`src/rtl/seg_scan_pkg.sv`:
```
// Shared types and constants for the 7-segment scan readback decoder.
package seg_scan_pkg;
  localparam int unsigned NUM_DIGITS = 6;
  localparam int unsigned IDX_W      = 3;
  localparam int unsigned BCD_W      = 4;

  typedef enum logic [0:0] {HUNT = 1'b0, TRACK = 1'b1} state_e;
  typedef logic [BCD_W-1:0] bcd_t;
  typedef logic [IDX_W-1:0] idx_t;
endpackage

```
`src/rtl/segment_scan_decoder_if.sv`:
```
// Display-bus monitor interface: scan inputs in, committed frame and status out.
interface segment_scan_decoder_if;
  import seg_scan_pkg::*;

  bcd_t                  data;
  logic [NUM_DIGITS-1:0] seg_sel;
  logic                  clr_err;
  bcd_t                  digit0, digit1, digit2, digit3, digit4, digit5;
  logic                  frame_valid;
  logic                  frame_done;
  logic                  err_onehot;
  logic                  err_order;
  logic                  stale;

  modport master (
    output data, seg_sel, clr_err,
    input  digit0, digit1, digit2, digit3, digit4, digit5,
    input  frame_valid, frame_done, err_onehot, err_order, stale
  );

  modport slave (
    input  data, seg_sel, clr_err,
    output digit0, digit1, digit2, digit3, digit4, digit5,
    output frame_valid, frame_done, err_onehot, err_order, stale
  );
endinterface

```
`src/rtl/seg_sel_decode.sv`:
```
// Classifies a digit select as blank, one-hot (with digit index) or invalid.
module seg_sel_decode
  import seg_scan_pkg::*;
(
  input  logic [NUM_DIGITS-1:0] sel,
  output logic                  valid,
  output logic                  blank,
  output logic                  invalid,
  output idx_t                  index
);

  // MSB of the select is digit 0, LSB is the last digit.
  always_comb begin
    blank   = (sel == '0);
    valid   = $onehot(sel);
    invalid = !blank && !valid;
    index   = '0;
    for (int i = 0; i < NUM_DIGITS; i++) begin
      if (sel[i]) index = IDX_W'(NUM_DIGITS - 1 - i);
    end
  end

endmodule

```
`src/rtl/segment_scan_decoder.sv`:
```
// Rebuilds the six displayed BCD digits from the multiplexed scan bus and
// publishes one coherent frame per complete in-order scan.
module segment_scan_decoder
  import seg_scan_pkg::*;
#(
  parameter int unsigned SCAN_TIMEOUT = 2048
) (
  input logic                   clk,
  input logic                   reset,
  segment_scan_decoder_if.slave bus
);

  localparam int unsigned DW         = $clog2(SCAN_TIMEOUT + 1);
  localparam logic [DW-1:0] DWELL_MAX = DW'(SCAN_TIMEOUT);
  localparam idx_t          LAST_IDX  = IDX_W'(NUM_DIGITS - 1);
  localparam logic [0:0]    ST_HUNT   = HUNT;
  localparam logic [0:0]    ST_TRACK  = TRACK;

  bcd_t                  data_r;
  logic [NUM_DIGITS-1:0] sel_r;
  logic                  sel_valid, sel_blank, sel_invalid;
  idx_t                  sel_idx;

  logic [0:0]    state, state_n;
  idx_t          cur, cur_n;
  idx_t          last_idx, last_n;
  logic [DW-1:0] dwell, dwell_n;
  bcd_t          shadow [NUM_DIGITS];

  logic idx_chg, commit, cap;
  logic fv_n, stale_n, err_onehot_n, err_order_n;

  seg_sel_decode u_dec (
    .sel     (sel_r),
    .valid   (sel_valid),
    .blank   (sel_blank),
    .invalid (sel_invalid),
    .index   (sel_idx)
  );

  assign cap = !sel_blank && !sel_invalid;

  always_ff @(posedge clk or negedge reset) begin
    if (!reset) state <= ST_HUNT;
    else        state <= state_n;
  end

  // Order tracking, dwell timeout and flag next-state.
  always_comb begin
    state_n   = state;
    cur_n     = cur;
    last_n    = last_idx;
    dwell_n   = dwell;
    commit    = 1'b0;
    fv_n      = bus.frame_valid;
    stale_n   = bus.stale;
    idx_chg   = sel_valid && (sel_idx != last_idx);

    if (idx_chg)                dwell_n = '0;
    else if (dwell != DWELL_MAX) dwell_n = DW'(dwell + 1'b1);

    if (sel_valid) last_n = sel_idx;

    err_order_n  = bus.err_order && !bus.clr_err;
    err_onehot_n = (bus.err_onehot && !bus.clr_err) || sel_invalid;

    case (state)
      ST_HUNT: begin
        if (sel_valid && sel_idx == '0) begin
          state_n = ST_TRACK;
          cur_n   = '0;
        end
      end
      ST_TRACK: begin
        if (sel_valid && sel_idx != cur) begin
          if (cur != LAST_IDX && sel_idx == IDX_W'(cur + 1'b1)) begin
            cur_n = sel_idx;
          end else if (cur == LAST_IDX && sel_idx == '0) begin
            commit = 1'b1;
            fv_n   = 1'b1;
            cur_n  = '0;
          end else begin
            err_order_n = 1'b1;
            state_n     = ST_HUNT;
          end
        end
      end
      default: state_n = ST_HUNT;
    endcase

    if (sel_invalid) state_n = ST_HUNT;
    if (idx_chg)     stale_n = 1'b0;

    // A scan that stops moving invalidates the published frame.
    if (dwell_n == DWELL_MAX) begin
      stale_n = 1'b1;
      fv_n    = 1'b0;
      state_n = ST_HUNT;
    end
  end

  always_ff @(posedge clk or negedge reset) begin
    if (!reset) begin
      data_r          <= '0;
      sel_r           <= '0;
      cur             <= '0;
      last_idx        <= '0;
      dwell           <= '0;
      for (int i = 0; i < NUM_DIGITS; i++) shadow[i] <= '0;
      bus.digit0      <= '0;
      bus.digit1      <= '0;
      bus.digit2      <= '0;
      bus.digit3      <= '0;
      bus.digit4      <= '0;
      bus.digit5      <= '0;
      bus.frame_valid <= 1'b0;
      bus.frame_done  <= 1'b0;
      bus.err_onehot  <= 1'b0;
      bus.err_order   <= 1'b0;
      bus.stale       <= 1'b0;
    end else begin
      data_r          <= bus.data;
      sel_r           <= bus.seg_sel;
      cur             <= cur_n;
      last_idx        <= last_n;
      dwell           <= dwell_n;
      if (cap) shadow[sel_idx] <= data_r;
      if (commit) begin
        bus.digit0 <= shadow[0];
        bus.digit1 <= shadow[1];
        bus.digit2 <= shadow[2];
        bus.digit3 <= shadow[3];
        bus.digit4 <= shadow[4];
        bus.digit5 <= shadow[5];
      end
      bus.frame_valid <= fv_n;
      bus.frame_done  <= commit;
      bus.err_onehot  <= err_onehot_n;
      bus.err_order   <= err_order_n;
      bus.stale       <= stale_n;
    end
  end

endmodule

```
`src/flat_wrapper.sv`:
```
// flat-port wrapper written by rule: the top's interface ports become plain ports
module segment_scan_decoder_flat import seg_scan_pkg::*;
#(
  parameter int unsigned SCAN_TIMEOUT = 2048
)
  (clk, reset, bus_data, bus_seg_sel, bus_clr_err, bus_digit0, bus_digit1, bus_digit2, bus_digit3, bus_digit4, bus_digit5, bus_frame_valid, bus_frame_done, bus_err_onehot, bus_err_order, bus_stale);
  segment_scan_decoder_if bus_i ();
  input logic clk;
  input logic reset;
  input wire logic [$bits(bus_i.data)-1:0] bus_data;
  input wire logic [$bits(bus_i.seg_sel)-1:0] bus_seg_sel;
  input wire logic [$bits(bus_i.clr_err)-1:0] bus_clr_err;
  output wire logic [$bits(bus_i.digit0)-1:0] bus_digit0;
  output wire logic [$bits(bus_i.digit1)-1:0] bus_digit1;
  output wire logic [$bits(bus_i.digit2)-1:0] bus_digit2;
  output wire logic [$bits(bus_i.digit3)-1:0] bus_digit3;
  output wire logic [$bits(bus_i.digit4)-1:0] bus_digit4;
  output wire logic [$bits(bus_i.digit5)-1:0] bus_digit5;
  output wire logic [$bits(bus_i.frame_valid)-1:0] bus_frame_valid;
  output wire logic [$bits(bus_i.frame_done)-1:0] bus_frame_done;
  output wire logic [$bits(bus_i.err_onehot)-1:0] bus_err_onehot;
  output wire logic [$bits(bus_i.err_order)-1:0] bus_err_order;
  output wire logic [$bits(bus_i.stale)-1:0] bus_stale;
  assign bus_i.data = bus_data;
  assign bus_i.seg_sel = bus_seg_sel;
  assign bus_i.clr_err = bus_clr_err;
  assign bus_digit0 = bus_i.digit0;
  assign bus_digit1 = bus_i.digit1;
  assign bus_digit2 = bus_i.digit2;
  assign bus_digit3 = bus_i.digit3;
  assign bus_digit4 = bus_i.digit4;
  assign bus_digit5 = bus_i.digit5;
  assign bus_frame_valid = bus_i.frame_valid;
  assign bus_frame_done = bus_i.frame_done;
  assign bus_err_onehot = bus_i.err_onehot;
  assign bus_err_order = bus_i.err_order;
  assign bus_stale = bus_i.stale;
  segment_scan_decoder #(.SCAN_TIMEOUT(SCAN_TIMEOUT)) u_core (.clk(clk), .reset(reset), .bus(bus_i));
endmodule
```
`config.mk`:
```
export PLATFORM = sky130hd
export DESIGN_NAME = segment_scan_decoder_flat
export DESIGN_NICKNAME = d
export VERILOG_FILES = /design/src/rtl/seg_scan_pkg.sv /design/src/rtl/segment_scan_decoder_if.sv /design/src/rtl/seg_sel_decode.sv /design/src/rtl/segment_scan_decoder.sv /design/src/flat_wrapper.sv
export SDC_FILE = /design/constraint.sdc
export NUM_CORES = 1
export LEC_CHECK = 0
export BUFFER_PORTS_ARGS = -buffer_cell sky130_fd_sc_hd__clkbuf_2
export CAP_MARGIN = 25
export CORE_MARGIN = 2
export CORE_UTILIZATION = 35
export CTS_CLUSTER_DIAMETER = 120
export DETAILED_ROUTE_END_ITERATION = 10
export GPL_ROUTABILITY_DRIVEN = 0
export SYNTH_ARGS = -nofsm -noshare
export SYNTH_HDL_FRONTEND = slang
export SYNTH_HIERARCHICAL = 1
export SYNTH_SLANG_ARGS = --single-unit
```
`constraint.sdc`:
```
create_clock -name clk -period 5 [get_ports clk]
set_clock_uncertainty 0.2 [all_clocks]
set_input_delay 1 -clock clk [delete_from_list [all_inputs] [get_ports clk]]
set_output_delay 1 -clock clk [all_outputs]
set_load 0.01 [all_outputs]
```
==> results.toml, run 1 <==
[worst_setup_path]
crit_type = "flop to flop"
cp_cell_sequence = "inv_1 -> fa_1 -> fa_1 -> inv_1 -> ha_1 -> fa_1 -> nor3b_1 -> buf_4 -> a21oi_1 -> nor3_1 -> nand2_1 -> nor2_1 -> mux2_2"
end_kind = "flop"
crit_fanout = 8
crit_buf_inv = 3
crit_path_start_kind = "flop"
crit_required_ns = 5.05
crit_arrival_ns = 4.09
crit_path_max_incr_delay_ns = 0.49
cpMostUsedCell = "fa_1"
critPathTopFamily = "adder cells"
slowest_stage = "fa_1"

[layout]
multi_input_area_mm2 = 0.00142
finish.instance_area_mm2 = 0.00418
layout-drive-gt1-share_pct = 37.2
seq_area_mm2 = 0.00205
fin_nets = 346
area_growth_pct = 17.0
antennaDiodeCount = 0
final_core_util_pct = 42.6
fillCellCount = 961

[grt]
antenna_found_initial = 0
grt_pass1_vias = 2315
gr-total-overflow = 0
grt_pass1_wl_mm = 11.7
grt_start_max_net_pins = 83
gr-usage-all-layers_pct = 13.6

[clocking]
hold_buffers = 0
cts_buffers = 9
htreeDepth = 3
clk_pin_slew_worst_paths_ns = 0.09
clockBufferDepth = 2
postCtsSetupRepairBufs = 0
clk_latency_ns = 0.36
cts_root_buf = "clkbuf_8"
cts_tree = "built"
cts.sinks = 82
cts_resized = 0

[floorplanning]
fp-row-count = 36
die_w_um = 105
io_pins = 42
dieArea_mm2 = 0.0110
initial_core_util_pct = 36.4
die_h_um = 105
core_area_mm2 = 0.00982

[synthesis]
synth_cell_types = 48
seq_area_frac_synth_pct = 57.4
synthMostInstantiatedCell = "dfrtp_1"
synth_seq_cells = 82
synth_area_mm2 = 0.00357
yosys_most_used_dff = "dfrtp_1"
synthArstFlopShare_pct = 100
synth_area_leaders = "dfrtp_1 (57%), mux2_2 (16%), ha_1 (2.5%)"
yosys.area.top_type = "dfrtp_1"
synth_enable_flop_cells = 0
synth_common_cells = "dfrtp_1 (82), mux2_2 (51), nor2_1 (19)"
syn_inst = 275
syn_nets = 298
postSynthAreaPerCell_um2 = 13.0
synth_top_cell_area_share_pct = 57.4
yosys_warnings = 6

[sta]
hold_viol = 0
fin_setup_tns_ns = 0
fin_crit_sh_pct = 80.8
relSlewSlack_pct = 39.8
clock.fmax_mhz = 248
tightestPinTransition_ns = 0.902
report.final.slew_viol_count = 0
rsz0062_at_grt = "no"
timing.final.crit_period_ns = 4.04
finalSetupViolCount = 0

[placed_design]
portBuffers = 41
placed_area_mm2 = 0.00393
hpwl_mm = 4.62

[flow_run]
cap_violations = 0

[min_path]
hold_class = "input pin to asynchronous set/reset pin"

[route]
drt-initial-drc-count = 65
wl_per_cell_um = 14.8
drc = 0
vias_per_cell = 4.84
drtPass1Iterations = 4
vias = 2231
ant_nets = 0
routed_wl_mm = 6.83

[power]
cellLeakagePower_nw = 2.08
peakVddDrop_mv = 0.174
p_per_area_mw_per_mm2 = 408

[run_status]
status = "finished, final reports clean"
-- final timing paths --
path                       slack, ns  cells past startpoint            startpoint              endpoint
max                             0.96                     13       u_core/sel_r[0]     u_core/shadow[12]
min in group clk                0.29                      1  u_core/bus.err_order  u_core/bus.err_order
min reg2reg                     0.29                      1  u_core/bus.err_order  u_core/bus.err_order
max in group asynchronous       3.74                      2                 reset       u_core/sel_r[3]
min                             0.26                      1                 reset       u_core/dwell[1]
max reg2reg                     0.96                     13       u_core/sel_r[0]     u_core/shadow[12]
-- registers in the layout (all words and copies together) (netlist names) --
name,cells
u_core/cur,3
u_core/shadow,24
u_core/bus.digit4,4
u_core/last_idx,3
u_core/state,1
u_core/bus.stale,1
u_core/bus.digit1,4
u_core/bus.digit0,4
u_core/bus.digit2,4
u_core/bus.frame_valid,1
u_core/bus.err_order,1
u_core/bus.digit5,4
u_core/bus.frame_done,1
u_core/bus.digit3,4
u_core/data_r,4
u_core/sel_r,6
u_core/dwell,12
u_core/bus.err_onehot,1
-- layer usage --
metal  share of wire, %  vias up  GRT usage [%]
met4                1.8        0           7.14
met3                5.1       11           3.06
met1                 49     1115           18.6
met2                 45       46           20.0
met5                  0        -              0
li1                   -     1059              -
-- cell families (layout without fill, tap and decap cells) --
family	Yosys count	in the layout	share of synthesized area, %
flip-flops	82	82	57.4
AND/OR/NAND/NOR	66	66	10.2
multiplexers	51	51	16.1
AO/OA/AOI/OAI	27	27	5.39
buffers and inverters	23	76	2.80
XOR/XNOR	16	16	3.92
adder cells (fa/ha/maj)	10	10	4.13
-- power breakdown --
part / switching, mW / total [mW] / internal (mW)
Combinational: 0.148 / 0.302 / 0.154
Clock: 0.262 / 0.552 / 0.290
Sequential: 0.0815 / 0.852 / 0.771
-- cell type report --
cell class	count	area share [%]
Timing Repair Buffer	45	6.17
Multi-Input combinational cell	170	34.0
Clock inverter	7	2.48
Tap cell	133	3.98
Inverter	15	1.35
Sequential cell	82	49.1
Clock buffer	9	2.96
-- placed cells by master (no fill, tap or decap), drive strengths merged --
cell type / instances
dfrtp: 82
mux2: 51
clkbuf: 49
nor2: 20
inv: 20
xor2: 10
nand3: 10
a21oi: 9
nand2: 8
ha: 7
xnor2: 6
buf: 5
nor3: 4
and3: 4
a21o: 3
a22o: 3
fa: 3
nor4: 3
bufinv: 2
o21ai: 2
nand4: 2
and4: 2
nor3b: 2
a31oi: 2
and2: 2
a2111oi: 2
o211ai: 2
or3: 1
o31a: 1
nand2b: 1
nor4b: 1
o31ai: 1
or4: 1
or2: 1
or2b: 1
a31o: 1
nand3b: 1
nand4b: 1
o21bai: 1
and2b: 1
-- per-stage QoR --
stage	hold slack, ns	setup slack [ns]	std cells	power (mW)
after floorplan	0.274	1.09	275	1.07
after global placement	0.261	1.06	444	1.16
after detailed placement	0.270	0.951	444	1.17
after CTS	0.290	0.955	460	1.73
after global routing	0.257	0.581	461	1.80
final	0.264	0.960	461	1.71
Power figures use the tool's default switching activity.
==> run 2, diff against run 1 <==
- clock period: 5 -> 3.49 ns (I/O delays scaled with it)
==> results.toml, run 2 (same netlist as run 1, synthesis figures left out) <==
[layout]
fillCellCount = 924
largest_reg_flops = 24
area_growth_pct = 31.7
antennaDiodeCount = 0
finish.instance_area_mm2 = 0.00470
regMostFlops = "u_core/shadow"
final_cell_mix = "dfrtp_1 (82), clkbuf_2 (40), mux2_4 (30)"
layout-drive-gt1-share_pct = 46.5
multi_input_area_mm2 = 0.00165
mostFrequentLayoutCell = "dfrtp_1"
biggestRegsByFlops = "u_core/shadow: 24 flops, u_core/dwell: 12 flops, u_core/sel_r: 6 flops"
fin_nets = 373
final_cells = 488
seq_area_mm2 = 0.00205

[worst_setup_path]
crit_arrival_ns = 3.75
end_kind = "flop"
crit_path_start_kind = "flop"
rr_endpoint = "u_core/bus.digit3[3]"
crit_end = "u_core/bus.digit3[3]"
r2r-start = "u_core/sel_r[3]"
crit_required_ns = 3.53
crit_fanout = 7
rr_worst_depth = 14
r2r_slack_ns = -0.22
crit_type = "flop to flop"
crit_start = "u_core/sel_r[3]"

[sta]
report.final.slew_viol_count = 0
timing.final.crit_period_ns = 3.71
hold_viol = 0
clock.fmax_mhz = 269
rsz0062_at_grt = "yes"
finalSetupViolCount = 51
fin_crit_sh_pct = 106
relSlewSlack_pct = 70.5
tightestPinTransition_ns = 0.438
hold_ws_ns = 0.248
finalWorstSetupSlack_ns = -0.224

[route]
ant_nets = 0
routed_wl_mm = 7.09
drc = 0
drt-initial-drc-count = 53
wl_per_cell_um = 14.5
drtPass1Iterations = 4
vias = 2343
vias_per_cell = 4.80

[floorplanning]
fp-row-count = 36
io_pins = 42
initial_core_util_pct = 36.4
dieArea_mm2 = 0.0110
die_w_um = 105
core_area_mm2 = 0.00982
die_h_um = 105

[grt]
gr-total-overflow = 0
grt_pass1_vias = 2328
grt_pass1_wl_mm = 11.6
grt_start_max_net_pins = 83
antenna_found_initial = 0
gr-usage-all-layers_pct = 13.3

[clocking]
cts_buffers = 9
cts_root_buf = "clkbuf_8"
clk_latency_ns = 0.35
htreeDepth = 3
clk_pin_slew_worst_paths_ns = 0.09
cts_tree = "built"
cts.sinks = 82
clockBufferDepth = 2

[power]
cellLeakagePower_nw = 2.30
p_per_area_mw_per_mm2 = 534
peakVddDrop_mv = 0.228

[run_status]
violations = "setup timing"
status = "finished with violations"

[flow_run]
cap_violations = 0

[min_path]
hold_class = "input pin to flop"

[placed_design]
hpwl_mm = 4.68
placed_area_mm2 = 0.00410
portBuffers = 41
placed_cells = 458
[run 2: changes by cell type in the layout (fill, tap and decap cells not counted), moves of 3 or more]
cell and change:
buf_12 +4, buf_4 +14, buf_6 +6, inv_1 -4
inv_2 +4, mux2_2 -30, mux2_4 +30, nor2_1 -4
nor2_4 +3
[run 2: repair_timing]
| item | 4_1_cts | 5_1_grt |
|---|---|---|
| setup endpoints to repair | 51 | 62 |
| gates cloned | 0 | 2 |
| buffers inserted | 5 | 7 |
| pin swaps | 6 | 9 |
| hold endpoints to repair | 0 | 9 |
| hold buffers | 0 | 1 |
| gates resized for setup | 22 | 32 |
[run 2: routing by layer]
layer / vias up / global-route usage, % / wire length (um)
met2: 39 / 20.1 / 3380
met1: 1184 / 18.5 / 3410
li1: 1114 / - / -
met5: - / 0 / 0
met4: 0 / 4.29 / 54
met3: 6 / 3.62 / 241
[run 2: power breakdown]
| group | switching [mW] | internal, mW |
|---|---|---|
| Combinational | 0.255 | 0.322 |
| Sequential | 0.124 | 1.10 |
| Clock | 0.346 | 0.359 |
| Total | 0.725 | 1.78 |
[run 2: how the worst min path moves through the flow]
stage | start | end | slack (ns) | cells after the start
after detailed placement | u_core/bus.err_order | u_core/bus.err_order | 0.28 | 1
after CTS | bus_data[1] | u_core/data_r[1] | 0.22 | 1
final | bus_data[0] | u_core/data_r[0] | 0.25 | 1
after global placement | u_core/shadow[3] | u_core/bus.digit5[3] | 0.28 | 1
after global routing | bus_data[1] | u_core/data_r[1] | 0.22 | 1
after floorplan | reset | u_core/bus.digit0[0] | 0.20 | 0
[run 2: metrics by stage]
stage	setup TNS [ns]	power, mW	setup slack [ns]	utilization [%]
after floorplan	-2.71	1.56	-0.150	-
after global placement	-5.85	1.70	-0.199	41.7
after detailed placement	-9.50	1.72	-0.273	41.7
after CTS	-7.01	2.48	-0.200	45.2
after global routing	-17.93	2.67	-0.381	47.9
final	-8.23	2.51	-0.224	47.9
[run 2: area by class of cell]
class / count / area share, %
clock inverter: 6 / 1.54
sequential: 82 / 43.6
timing repair buffer: 72 / 12.1
multi-input combinational: 170 / 35.0
tap: 133 / 3.54
clock buffer: 10 / 2.93
inverter: 15 / 1.20
[run 2: critical path: stages (launching register included)]
cell	delay (ns)
dfrtp_1	0.36
inv_2	0.04
fa_1	0.49
fa_1	0.51
inv_1	0.04
ha_2	0.17
fa_1	0.49
nor3b_4	0.21
buf_6	0.14
nand2_4	0.04
a31o_4	0.22
nor2_4	0.10
buf_12	0.14
clkbuf_16	0.15
mux2_4	0.30
